--- src/rtl/uart_pkg.sv ---
// rtl/uart_pkg.sv - shared UART types, parity selectors and baud divisor helper
// Contents:
//   rx_state_t      receiver FSM state encoding
//   CHECK_ODD/EVEN  values for the CHECK_SEL parity-mode parameter
//   CNT_W           width of the baud counter
//   baud_div()      clocks per bit for a clock in MHz and a baud rate
package uart_pkg;

  typedef enum logic [2:0] {
    RX_IDLE,
    RX_START,
    RX_DATA,
    RX_PARITY,
    RX_STOP
  } rx_state_t;

  localparam int CHECK_ODD  = 1;
  localparam int CHECK_EVEN = 0;

  localparam int CNT_W = 15;

  function automatic int baud_div(input int clk_mhz, input int bps);
    return (clk_mhz * 1000000) / bps;
  endfunction

endpackage

--- src/rtl/uart_rx_sync.sv ---
// rtl/uart_rx_sync.sv - two-flop synchronizer, history flop and falling-edge detect
// Ports:
//   clk_i   system clock
//   rst_i   synchronous active-high reset
//   rx_i    asynchronous serial line (idles high)
//   rx_s    synchronized line level
//   fall    high for one cycle when the synchronized line goes 1 -> 0
module uart_rx_sync
  import uart_pkg::*;
(
  input  logic clk_i,
  input  logic rst_i,
  input  logic rx_i,
  output logic rx_s,
  output logic fall
);

  logic s1, s2, s3;

  // All three flops reset to the idle level so that releasing reset while
  // the line sits high can never look like a start edge.
  always_ff @(posedge clk_i) begin
    if (rst_i) begin
      s1 <= 1'b1;
      s2 <= 1'b1;
      s3 <= 1'b1;
    end else begin
      s1 <= rx_i;
      s2 <= s1;
      s3 <= s2;
    end
  end

  assign rx_s = s2;
  // Requires s3 == 1: after a break the line must be seen high again first.
  assign fall = s3 & ~s2;

endmodule

--- src/rtl/uart_rx.sv ---
// rtl/uart_rx.sv - UART receiver: start, 8 data bits LSB first, parity, one stop bit
// Parameters:
//   CLK_FREQ   system clock in MHz
//   UART_BPS   baud rate
//   CHECK_SEL  parity mode, CHECK_ODD or CHECK_EVEN
// Ports:
//   clk_i            system clock
//   rst_i            synchronous active-high reset
//   u_rx_i           asynchronous serial input, idles high
//   rx_data_o        last received byte, held until the next strobe
//   rx_valid_o       one-cycle strobe per completed frame
//   rx_parity_err_o  parity mismatch for rx_data_o
//   rx_frame_err_o   stop bit sampled low for rx_data_o
//   rx_busy_o        receiver is inside a frame
module uart_rx
  import uart_pkg::*;
#(
  parameter int CLK_FREQ  = 50,
  parameter int UART_BPS  = 9600,
  parameter int CHECK_SEL = 1
) (
  input  logic       clk_i,
  input  logic       rst_i,
  input  logic       u_rx_i,
  output logic [7:0] rx_data_o,
  output logic       rx_valid_o,
  output logic       rx_parity_err_o,
  output logic       rx_frame_err_o,
  output logic       rx_busy_o
);

  localparam int BPS_DR = baud_div(CLK_FREQ, UART_BPS);
  localparam int HALF   = BPS_DR / 2;

  localparam logic [CNT_W-1:0] BIT_LAST  = CNT_W'(BPS_DR - 1);
  localparam logic [CNT_W-1:0] HALF_LAST = CNT_W'(HALF - 1);

  rx_state_t        state_q, state_d;
  logic [CNT_W-1:0] cnt_q;
  logic [2:0]       bit_idx_q;
  logic [7:0]       shift_q;
  logic             par_q;

  logic rx_s, fall;
  logic half_tick, bit_tick;
  logic cnt_clr, shift_en, par_en, frame_done;
  logic parity_x;

  uart_rx_sync u_sync (
    .clk_i (clk_i),
    .rst_i (rst_i),
    .rx_i  (u_rx_i),
    .rx_s  (rx_s),
    .fall  (fall)
  );

  assign half_tick = (cnt_q == HALF_LAST);
  assign bit_tick  = (cnt_q == BIT_LAST);

  always_ff @(posedge clk_i) begin
    if (rst_i) begin
      state_q <= RX_IDLE;
    end else begin
      state_q <= state_d;
    end
  end

  always_comb begin
    state_d    = state_q;
    cnt_clr    = 1'b0;
    shift_en   = 1'b0;
    par_en     = 1'b0;
    frame_done = 1'b0;
    case (state_q)
      RX_IDLE: begin
        cnt_clr = 1'b1;
        if (fall) begin
          state_d = RX_START;
        end
      end
      RX_START: begin
        // Mid-start check: a line already back high was only a glitch.
        if (half_tick) begin
          cnt_clr = 1'b1;
          state_d = rx_s ? RX_IDLE : RX_DATA;
        end
      end
      RX_DATA: begin
        if (bit_tick) begin
          cnt_clr  = 1'b1;
          shift_en = 1'b1;
          if (bit_idx_q == 3'd7) begin
            state_d = RX_PARITY;
          end
        end
      end
      RX_PARITY: begin
        if (bit_tick) begin
          cnt_clr = 1'b1;
          par_en  = 1'b1;
          state_d = RX_STOP;
        end
      end
      RX_STOP: begin
        // Leaving at mid-stop gives half a bit of slack for a back-to-back start.
        if (bit_tick) begin
          cnt_clr    = 1'b1;
          frame_done = 1'b1;
          state_d    = RX_IDLE;
        end
      end
      default: begin
        cnt_clr = 1'b1;
        state_d = RX_IDLE;
      end
    endcase
  end

  // The start half-period re-bases the counter so later ticks land mid-bit.
  always_ff @(posedge clk_i) begin
    if (rst_i) begin
      cnt_q <= '0;
    end else if (cnt_clr) begin
      cnt_q <= '0;
    end else begin
      cnt_q <= cnt_q + 1'b1;
    end
  end

  always_ff @(posedge clk_i) begin
    if (rst_i) begin
      bit_idx_q <= 3'd0;
      shift_q   <= 8'h00;
      par_q     <= 1'b0;
    end else begin
      if (state_q != RX_DATA) begin
        bit_idx_q <= 3'd0;
      end else if (shift_en) begin
        bit_idx_q <= bit_idx_q + 3'd1;
      end
      if (shift_en) begin
        shift_q <= {rx_s, shift_q[7:1]};
      end
      if (par_en) begin
        par_q <= rx_s;
      end
    end
  end

  assign parity_x = ^{shift_q, par_q};

  always_ff @(posedge clk_i) begin
    if (rst_i) begin
      rx_data_o       <= 8'h00;
      rx_valid_o      <= 1'b0;
      rx_parity_err_o <= 1'b0;
      rx_frame_err_o  <= 1'b0;
    end else begin
      rx_valid_o <= frame_done;
      if (frame_done) begin
        rx_data_o       <= shift_q;
        rx_parity_err_o <= (CHECK_SEL == CHECK_ODD) ? ~parity_x : parity_x;
        rx_frame_err_o  <= ~rx_s;
      end
    end
  end

  assign rx_busy_o = (state_q != RX_IDLE);

endmodule

--- config.mk ---
export PLATFORM = sky130hd
export DESIGN_NAME = uart_rx
export DESIGN_NICKNAME = d
export VERILOG_FILES = /design/src/rtl/uart_pkg.sv /design/src/rtl/uart_rx_sync.sv /design/src/rtl/uart_rx.sv
export SDC_FILE = /design/constraint.sdc
export NUM_CORES = 1
export LEC_CHECK = 0
export ABC_AREA = 0
export CORE_ASPECT_RATIO = 1.5
export CORE_MARGIN = 2
export CORE_UTILIZATION = 38
export CTS_CLUSTER_SIZE = 20
export DETAILED_ROUTE_END_ITERATION = 16
export PLACE_DENSITY = 0.59
export SLEW_MARGIN = 15
export SYNTH_ARGS = -nofsm -noshare
export SYNTH_HDL_FRONTEND = slang
export SYNTH_HIERARCHICAL = 1
export SYNTH_SLANG_ARGS = --single-unit
--- constraint.sdc ---
create_clock -name clk_i -period 1.8 [get_ports clk_i]
set_clock_uncertainty 0.2 [all_clocks]
set_input_delay 0.27 -clock clk_i [delete_from_list [all_inputs] [get_ports clk_i]]
set_output_delay 0.27 -clock clk_i [all_outputs]
set_load 0.05 [all_outputs]
==> flow_metrics.tcl <==
set metrics [dict create \
    dieWidth_um 63.43 \
    max-clock-path-buffers 2 \
    ys.flop_type "dfxtp_1" \
    design_area_sq_um 2706 \
    cts_hold_buffers 0 \
    drc 0 \
    rr_worst_depth 5 \
    clock-sinks 44 \
    area_delta_synth_final_pct 34.43 \
    rsz0062_at_grt "yes" \
    grt.overflow.total 0 \
    r2r-end "cnt_q[14]" \
    min_to "u_sync/rx_s" \
    antenna_cells 0 \
    ys_seq_elements 44 \
    ant_nets 0 \
    place_ws_ns -0.02012 \
    avgSynthCellArea_sq_um 8.791 \
    via_count 1798 \
    drt-total-wl_um 4845 \
    status "finished, final reports clean" \
    nets 277 \
    seq_power_share_pct 54.4 \
    start_kind "flop" \
    combPwrFrac_pct 3.8 \
    antenna_found_initial 0 \
    start_util_pct 39.28 \
    clkTransAtPathRegs_ns 0.09 \
    clock-root-buffer "clkbuf_8" \
    hold_viol_final 0 \
    fillCellCount 510 \
    finalSetupViolCount 0 \
    p_per_area_nw_per_um2 667.9 \
    clk_latency_ns 0.30 \
    seq_area_frac_synth_pct 43.75 \
    cts_max_level 2 \
    setup_tns_ns 0 \
    viasPerCell 5.288 \
    stdcell_count 340 \
    crit_required_ns 1.82 \
    yosys_warnings 6 \
    cts_buffers 5 \
    slew_viol_final 0 \
    dp_cells 327 \
    cap_viol_max_count 0 \
    routedWlPerCell_um 14.25 \
    port_buffers 14 \
    dieArea_sq_um 5908 \
    crit_arrival_ns 1.79 \
    p_leak_nw 0.9499 \
    switchingPower_mw 0.3874 \
    post-route-period-util_pct 98.53 \
    syn_inst 229 \
    grt_max_degree 24 \
    max_slew_margin_pct 76.75 \
    dp_hpwl_um 3269 \
    hold_path_startpoint "u_sync/s1" \
    rows 32 \
    first_pass_iters 4 \
    reg2reg_from "cnt_q[13]" \
    hp-class "flop to flop" \
    clock.fmax_mhz 563.9 \
    p_int_mw 1.420 \
    cp_max_fo 3 \
    die_h_um 93.15 \
    synth.distinct_cells 40 \
    power_frac_clock_pct 41.8 \
    endpoint_kind "flop" \
    swShare_pct 21.43 \
    gp_congestion 0.8164 \
    crit_type "flop to flop" \
    worst_pin_slew_ns 0.3479 \
    synth-edff-count 0 \
    num_io_pins 15 \
    coreArea_sq_um 5125 \
    grt_pass1_vias 1810 \
    max-vdd-ir-drop_mv 0.3722 \
    synth_async_sr_flop_share_pct 0 \
    drtIter0Drc 143 \
    final_util_pct 52.81 \
    grtUsageTotal_pct 17.53 \
    place_area_sq_um 2445 \
    setup_ws_ns 0.02653 \
    synth.cell_area_sq_um 2013 \
    fin_crit_ns 1.773 \
    hold_path_depth 1 \
    ff2ff_setup_slack_ns 0.03 \
    drive_gt1_share_pct 30.88 \
    grt_pass1_wl_um 8162 \
    cts_tree "yes" \
    synth_nets 235 \
]
-- placed cells by master (no fill, tap or decap), drive strengths merged --
master / synthesis / final
clkbuf: 8 / 8
nor2: 6 / 6
or3: 2 / 2
nor4: 1 / 1
o21ai: 19 / 19
ha: 3 / 3
nor3: 22 / 22
clkinv: 0 / 1
and4: 3 / 3
and3: 2 / 2
nor4b: 2 / 2
mux2i: 2 / 2
a211oi: 3 / 3
nand3: 24 / 24
and2: 1 / 1
a31oi: 2 / 2
o21a: 1 / 1
buf: 8 / 47
xor2: 6 / 6
nand4: 7 / 7
clkdlybuf4s50: 0 / 2
or2: 3 / 3
nor2b: 2 / 2
xnor2: 13 / 13
nand2: 7 / 7
bufinv: 0 / 1
o31ai: 1 / 1
a21oi: 20 / 20
a32oi: 1 / 1
nor3b: 4 / 4
and4bb: 2 / 2
and3b: 1 / 1
xnor3: 1 / 1
a21boi: 1 / 1
dfxtp: 44 / 44
and2b: 1 / 1
inv: 5 / 5
or4: 1 / 1
-- layer usage --
layer	vias to the layer above	global-route usage (%)	routed length, um
met4	0	6.522	81
met2	22	32.89	2648
met3	6	3.249	101
met1	861	19.24	2013
met5	-	0	0
li1	909	-	-
-- sequential cells by signal, indices dropped and copies added (netlist names), 3 cells and up --
register and cells:
shift_q 8, rx_data_o 8, bit_idx_q 3, cnt_q 15
state_q 3
-- power by group through the flow --
stage	registers [mW]	clock network, mW	logic [mW]
2_1_floorplan	1.00	0	0.0363
3_3_place_gp	1.01	0	0.0670
3_5_place_dp	1.01	0	0.0675
4_1_cts	0.983	0.776	0.0675
5_1_grt	0.984	0.814	0.0752
6_report	0.983	0.756	0.0690
-- synth_stat cells, drive strengths merged, types with 2 or more instances --
library cell / count / area share, %
dfxtp: 44 / 44
nand3: 24 / 6.0
nor3: 22 / 5.5
a21oi: 20 / 5.0
o21ai: 19 / 4.9
xnor2: 13 / 5.7
buf: 8 / 2.4
clkbuf: 8 / 1.5
nand2: 7 / 1.3
nand4: 7 / 2.2
nor2: 6 / 1.1
xor2: 6 / 2.6
inv: 5 / 0.93
nor3b: 4 / 1.5
a211oi: 3 / 1.4
and4: 3 / 1.3
ha: 3 / 1.9
or2: 3 / 0.93
a31oi: 2 / 0.62
and3: 2 / 0.62
and4bb: 2 / 1.2
mux2i: 2 / 0.99
nor2b: 2 / 0.62
nor4b: 2 / 0.87
or3: 2 / 0.62
-- stage by stage --
stage | hold WS (ns) | power, mW
floorplan | 0.1671 | 1.039
finish | 0.2114 | 1.808
global placement | 0.1892 | 1.072
global route | 0.2488 | 1.873
CTS | 0.2176 | 1.826
detailed placement | 0.1983 | 1.073
-- kinds of logic (layout without fill, tap and decap cells) --
family | Yosys count | after routing | share of synthesized area, %
mux | 2 | 2 | 0.9944
flops | 44 | 44 | 43.75
fa+ha+maj | 3 | 3 | 1.865
simple gates | 91 | 91 | 25.61
xor+xnor | 20 | 20 | 9.385
buf+inv | 21 | 64 | 4.785
compound gates | 48 | 48 | 13.61
-- layout make-up --
class	instances	area (sq um)	share of cell area [%]
Inverter	5	18.77	0.6935
Clock buffer	6	72.57	2.681
Clock inverter	2	35.03	1.294
Multi-Input combinational cell	164	1122	41.47
Tap cell	68	85.08	3.144
Timing Repair Buffer	51	480.5	17.75
Sequential cell	44	892.1	32.96
-- what timing repair did --
item / CTS / global route
pin swaps: 2 / 9
endpoints found under the setup margin: 12 / 40
setup buffers: 1 / 1
gates resized for setup: 3 / 41
cloned: 1 / 2
-- worst max-delay path, cell delays in order (launching register included) --
cell      delay [ns]
dfxtp_2         0.36
buf_4           0.12
inv_1           0.03
or3_4           0.36
or4_4           0.42
a211oi_2        0.21
-- how the worst max path moves through the flow --
stage / start / end / slack (ns)
floorplan: cnt_q[0] / bit_idx_q[2] / 0.007
global placement: cnt_q[1] / shift_q[4] / 0.02
detailed placement: cnt_q[1] / shift_q[4] / -0.02
CTS: cnt_q[9] / cnt_q[14] / 0.005
global route: cnt_q[1] / rx_data_o[2] / -0.07
finish: cnt_q[13] / cnt_q[14] / 0.03
(Power assumes the default switching activity.)
